==> src/rtl/leb128_encoder.sv <==
// LEB128 encoder: turns a 64-bit (or sign/zero-extended 32-bit) value into a
// minimal-length stream of signed or unsigned LEB128 bytes over a stb/ack handshake.
module leb128_encoder (
  input  logic        clk,
  input  logic        reset,
  input  logic [63:0] input_a,
  input  logic        input_signed,
  input  logic        input_is32,
  input  logic        input_a_stb,
  output logic        input_a_ack,
  output logic [7:0]  output_z,
  output logic        output_z_last,
  output logic [3:0]  output_len,
  output logic        output_z_stb,
  input  logic        output_z_ack
);

  typedef enum logic [1:0] {
    GET_A,
    ENCODE,
    PUT_Z
  } state_t;

  state_t      state, state_nxt;
  logic [63:0] shreg, shreg_nxt;
  logic        sign_q, sign_nxt;
  logic [3:0]  count, count_nxt;
  logic        ack_nxt;
  logic [7:0]  z_nxt;
  logic        last_nxt;
  logic [3:0]  len_nxt;
  logic        stb_nxt;

  logic [63:0] a_ext;
  logic        term;

  always_comb begin
    if (input_is32) begin
      a_ext = input_signed ? {{32{input_a[31]}}, input_a[31:0]} : {32'd0, input_a[31:0]};
    end else begin
      a_ext = input_a;
    end
  end

  // Signed streams stop once the remaining bits are pure sign extension of bit 6.
  always_comb begin
    if (sign_q) begin
      term = ((shreg[63:7] == 57'd0) && !shreg[6]) ||
             ((&shreg[63:7]) && shreg[6]);
    end else begin
      term = (shreg[63:7] == 57'd0);
    end
  end

  always_comb begin
    // NOTE: every next-value gets a hold default first, so no path through the case infers a latch.
    state_nxt = state;
    shreg_nxt = shreg;
    sign_nxt  = sign_q;
    count_nxt = count;
    ack_nxt   = input_a_ack;
    z_nxt     = output_z;
    last_nxt  = output_z_last;
    len_nxt   = output_len;
    stb_nxt   = output_z_stb;

    case (state)
      GET_A: begin
        ack_nxt = 1'b1;
        if (input_a_stb && input_a_ack) begin
          shreg_nxt = a_ext;
          sign_nxt  = input_signed;
          count_nxt = 4'd0;
          ack_nxt   = 1'b0;
          state_nxt = ENCODE;
        end
      end

      ENCODE: begin
        z_nxt     = {~term, shreg[6:0]};
        last_nxt  = term;
        len_nxt   = count + 4'd1;
        stb_nxt   = 1'b1;
        state_nxt = PUT_Z;
      end

      PUT_Z: begin
        if (output_z_stb && output_z_ack) begin
          stb_nxt = 1'b0;
          if (output_z_last) begin
            ack_nxt   = 1'b1;
            state_nxt = GET_A;
          end else begin
            shreg_nxt = sign_q ? {{7{shreg[63]}}, shreg[63:7]} : {7'd0, shreg[63:7]};
            count_nxt = count + 4'd1;
            state_nxt = ENCODE;
          end
        end
      end

      default: state_nxt = GET_A;
    endcase
  end

  // Reset drives every output low immediately, abandoning any encoding in flight.
  always_ff @(posedge clk or posedge reset) begin
    if (reset) begin
      state         <= GET_A;
      shreg         <= 64'd0;
      sign_q        <= 1'b0;
      count         <= 4'd0;
      input_a_ack   <= 1'b0;
      output_z      <= 8'd0;
      output_z_last <= 1'b0;
      output_len    <= 4'd0;
      output_z_stb  <= 1'b0;
    end else begin
      // NOTE: non-blocking assignments so all registers update from the same pre-edge values.
      state         <= state_nxt;
      shreg         <= shreg_nxt;
      sign_q        <= sign_nxt;
      count         <= count_nxt;
      input_a_ack   <= ack_nxt;
      output_z      <= z_nxt;
      output_z_last <= last_nxt;
      output_len    <= len_nxt;
      output_z_stb  <= stb_nxt;
    end
  end

endmodule

==> config.mk <==
export PLATFORM = sky130hd
export DESIGN_NAME = leb128_encoder
export DESIGN_NICKNAME = d
export VERILOG_FILES = /design/src/rtl/leb128_encoder.sv
export SDC_FILE = /design/constraint.sdc
export NUM_CORES = 1
export LEC_CHECK = 0
export ABC_CLOCK_PERIOD_IN_PS = 2950
export CAP_MARGIN = 10
export CORE_AREA = 2 2 95 97
export DETAILED_ROUTE_END_ITERATION = 8
export DIE_AREA = 0 0 97 99
export PLACE_DENSITY_LB_ADDON = 0.2
export SETUP_SLACK_MARGIN = 0.2
export SYNTH_ARGS = -nofsm -noshare
export SYNTH_HDL_FRONTEND = slang
export SYNTH_SLANG_ARGS = --single-unit
==> constraint.sdc <==
create_clock -name clk -period 2.95 [get_ports clk]
set_clock_uncertainty 0.2 [all_clocks]
set_input_delay 0.295 -clock clk [delete_from_list [all_inputs] [get_ports clk]]
set_output_delay 0.295 -clock clk [all_outputs]
set_load 0.01 [all_outputs]
Yosys cells after proc, flatten, opt, wreduce, memory -nomap -nowiden. Cells that the tools add are included. W data, S select, Z words.

Add/subtract/negate cells: 1. $mul: 0. Div/mod/pow operators: 0. Order comparisons: 0. Equality and inequality tests: 7. Shift operators: 0. Multiplexer cells: 22. Bitwise logic cells: 1. Reduce and logical (&&, ||, !) cells: 17.

Operators with widths (number): $mux W64 (6); $pmux W64 S2 (1); $logic_not A57 Y1 (1); $reduce_and A57 Y1 (1); $mux W4 (3); $ne A2 B2 Y1 const B (5); $pmux W4 S2 (1); $mux W1 (6); $pmux W2 S3 (1); $reduce_and A2 Y1 (3); $reduce_and A5 Y1 (1); $add A4 B1 Y4 const B (1); $logic_and A1 B1 Y1 (4); $mux W2 (2); $pmux W1 S2 (2); $reduce_and A4 Y1 (1); $reduce_bool A2 Y1 (2); $reduce_and A3 Y1 (1); $eq A2 B1 Y1 const B (1); $eq A2 B2 Y1 const B (1); $logic_not A2 Y1 (1); $logic_not A1 Y1 (1); $logic_or A1 B1 Y1 (1); $not A1 Y1 (1).

Register bits: 86. Bits in latches: 0. RAM bits: 0. ROM bits: 0. Input bits: 70. Output and inout bits: 15. Word-level logic and storage cells: 58. Memories: 0.

Longest topological paths before layout.
Word-level depth: 5. Gate-level depth with buffers: 8. Depth with buffers taken out: 5.

Least setup slack after synthesis. Ideal clock, no wire load.

Path type: flip-flop to flip-flop. Start point: register shreg[26]. End point: register output_z[7]. Setup time: 0.120 ns. Arrival time: 1.486 ns. Data required time: 2.630 ns. Setup slack: 1.145 ns. Stages on the path, launching flop included: 5. Buffers on the path: 0. Clock period less this slack: 1.805 ns. Cell sequence: dfrtp_1 -> nor4_2 -> nand4_1 -> or4_1 -> a31o_1.

Cells in the longest elaborated chain, start to end: 5. Elaborated cells on any way between the ends: 7. Classes of those cells: mux: 1; bitwise: 1; reduce/logical: 5.

RTL lines: start: declaration (line 25) `logic [63:0] shreg, shreg_nxt;`; start signal: assignment (line 120) `shreg <= shreg_nxt;`; $logic_not A57 Y1 / $reduce_and A57 Y1 (equally long branches) (line 48, 51, 49); $logic_and A1 B1 Y1, on equally long branches (line 48, 49); $logic_or A1 B1 Y1 (line 48) `term = ((shreg[63:7] == 57'd0) && !shreg[6]) ||`; $mux W1 (*) (line 47) `if (sign_q) begin`; $not A1 Y1 (*) (line 80) `z_nxt = {~term, shreg[6:0]};`; end signal: assignment (line 124) `output_z <= z_nxt;`; end: declaration (line 11) `output logic [7:0] output_z,`.

Every way passes the cells marked *; elsewhere a longest branch is shown, timed or not. A chain may end at the register's enable or synchronous reset.

Worst setup path in the final report.
Start point: register state[1]. End point: register shreg[41].

Cells in the longest elaborated chain, start to end: 3. Elaborated cells on any way between the ends: 8. Classes of those cells: eq/ne: 4; mux: 1; reduce/logical: 3.

RTL lines: start: declaration (line 24) `state_t state, state_nxt;`; start signal: assignment (line 119) `state <= state_nxt;`; $eq A2 B2 Y1 / $logic_not A2 Y1 (equally long branches) (line 67) `case (state)`; $ne A2 B2 Y1 (no line) / $reduce_bool A2 Y1 (equally long branches); $reduce_and A4 Y1 (no line).

Parallel ways exist; a longest one is shown, timed or not.

==> summary.md <==
| Metric | Value |
|---|---|
| ANT cells | 0 |
| Layout cell share with drive strength beyond 1 | 5.75% |
| Min-delay src | shreg[2] |
| Crit-path max FO | 96 |
| TritonCTS clock tree | done |
| Worst slack at placement | 0.498 ns |
| Synth Register Bits | between 80 and 90 |
| Antenna Nets Post-Route | 0 |
| Share of the synthesized area in the top cell type | 49.5% |
| Final nets | 623 |
| Top_reg_cell synth | dfrtp_1 |
| Min-delay worst type | reg -> reg |
| Post-Route WL | 10500 microns |
| Num ports | 85 |
| H-tree levels | 3 |
| Rows | 34 |
| Total CTS buffers | 9 |
| Iteration count of the initial detailed-routing pass | 4 |
| Fin area | 0.00544 sq mm |
| Finished Layout Cells | about 670 |
| Area leader, netlist | dfrtp_1 |
| Total gr overflow | 0 |
| Syn nets | 552 |
| Slew HR | 46.2% |
| Area Overhead vs Synth | 25.0% |
| Setup crit start | state[1] |
| Pwr Density | 401 mW/mm^2 |
| Clock net sink count | 86 |
| TNS Setup | 0 ns |
| VDD IR max | 0.000202 V |
| Worst-Margin Slew | 0.807 ns |
| Die area | roughly 0.0096 sq mm |
| DRC viols | 0 |
| Initial antenna violation count | 0 |
| Max Cap Violations | 0 |
| Post-Syn Area | 0.00435 sq mm |
| Synth top area cells | dfrtp_1, nand2_1, mux2i_1 |
| R2r startpoint | state[1] |
| Final Cycle Share | 79.3% |
| First-pass GRT wire length | roughly 18000 microns |
| Placeable Area | 0.00855 sq mm |
| Hold depth | 2 |
| DP Cell Count | approximately 650 |
| Final Setup Violations | 0 |
| Global-route usage over all layers | 22.7% |
| Synth Warn # | 0 |
| Distinct cells, synth | 32 |
| Post-CTS Setup Repair Bufs | 0 |
| Worst Path Required | 2.97 ns |
| Final worst setup slack | 0.611 ns |
| Clk buf depth | 2 |
| Status | complete, no violations |
| Root buf cell | clkbuf_8 |
| Hold path endpoint | output_z[2] |
| Final hold violations | 0 |
| R2R cell count | 4 |
| RSZ-0062 raised after global routing | false |
| Total power | 2.18 mW |
| Most frequent cells in the layout | nand2_1, dfrtp_1, clkdlybuf4s50_1, o21ai_0, a21oi_1 |
| Initial Util | between 50 and 60% |
| Worst R2R End | shreg[41] |
| Pin count of the biggest net entering global routing | 97 |
| Placed cell area | 0.00522 sq mm |
| Avg Cell Area, Syn | 9.05 sq um |
| Vias in the first global route | 3597 |
| Slew Limit Fails | 0 |
| Cells after synthesis | just under 500 |
| Drt first-iter violations | 238 |
| Ys async rst share | 100% |
| Fmax | 428 MHz |
| Post-DP HPWL | 7580 microns |
| DR vias | 3678 |
| Placer Congestion | 0.879 |
| IO buf count | 84 |
| Vias per inst | 5.53 |
| Die X | 97 microns |
| Routed WL per cell | between 15 and 20 microns |
| Fillers | 749 |
| Min Clock Period, post-route | 2.34 ns |
| CP Launch Type | flip-flop |
| Die height | approximately 100 microns |
| Worst skew pair latency | between 0.3 and 0.4 ns |
| Leakage dissipation | around 2.2 nW |
| Critical path arrival | 2.36 ns |
| R2R setup slack | between 0.6 and 0.7 ns |
| Crit path capture type | flip-flop |
| Post-synth EDFFs | 0 |
| Clock transition at path regs | 0.09 ns |
| Sequential element share of the synthesized area | 49.5% |
| Commonest non-fill, non-tap cell in the layout | nand2_1 |
| Crit path kind | reg -> reg |
worst max-delay path, cell delays in order (launching register included):
cell       delay, ns
dfrtp_1         0.53
nand4bb_1       0.23
a22o_4          0.67
buf_4           0.41
o21ai_0         0.16
layout make-up:
class | count | area [sq um] | area share (%)
Clock inverter | 5 | 57.6 | 1.06
Tap cell | 108 | 135 | 2.48
Sequential cell | 86 | 2150 | 39.6
Clock buffer | 11 | 151 | 2.78
Inverter | 10 | 38.8 | 0.713
Multi-Input combinational cell | 353 | 2000 | 36.8
Timing Repair Buffer | 92 | 903 | 16.6
power breakdown:
group | internal [mW] | total (mW) | switching, mW
Sequential | 1.18 | 1.18 | 0
Combinational | 0.0946 | 0.149 | 0.0547
Clock | 0.436 | 0.857 | 0.421
what timing repair did:
action / CTS / global route
resized for setup: 0 / 0
endpoints found under the hold margin: 3 / 0
hold buffers: 1 / 0
routing by layer:
layer / wire [microns] / global-route usage (%) / vias to the layer above
met4: 191 / 8.67 / 0
met2: 5110 / 37.6 / 100
met3: 465 / 3.76 / 17
met1: 4700 / 30.3 / 1725
met5: 0 / 0 / -
li1: - / - / 1836
registers in the layout, indices dropped and copies added, names as in the netlist:
name / count
state: 2
shreg: 64
output_z: 8
output_len: 4
output_z_stb: 1
count: 4
output_z_last: 1
input_a_ack: 1
sign_q: 1
per-stage QoR:
step	utilization, %	hold WS (ns)
2_1_floorplan	-	0.200
3_3_place_gp	61.0	0.250
3_5_place_dp	61.0	0.254
4_1_cts	63.6	0.276
5_1_grt	63.6	0.298
6_report	63.6	0.273
how the worst max path moves through the flow:
stage                endpoint  slack (ns)  cells after the start
global route        shreg[41]        0.37                      5
finish              shreg[41]        0.61                      4
CTS                 shreg[41]        0.61                      4
detailed placement  shreg[45]        0.50                      5
floorplan            count[0]        0.23                      1
global placement    shreg[56]        0.55                      5
cells by family after synthesis:
family	share of synthesized area, %
compound gates	16.8
xor+xnor	0.201
fa+ha+maj	0.287
buf+inv	5.00
flops	49.5
mux	7.36
simple gates	20.9
cell usage after synthesis (2+ instances only):
| library cell | number |
|---|---|
| and2_1 | 3 |
| nor4_2 | 4 |
| o21ai_0 | 61 |
| inv_1 | 10 |
| buf_6 | 6 |
| nand2_1 | 96 |
| a31oi_1 | 2 |
| nand4_1 | 18 |
| nand2b_1 | 29 |
| mux2i_1 | 32 |
| nor2_1 | 5 |
| clkbuf_1 | 13 |
| nor2b_1 | 2 |
| nand3_1 | 5 |
| a21oi_1 | 54 |
| nor4_1 | 12 |
| o21ai_1 | 10 |
| nor3_1 | 2 |
| a22o_1 | 8 |
| buf_2 | 12 |
| dfrtp_1 | 86 |
No activity file was read; power rests on OpenSTA's default activity.
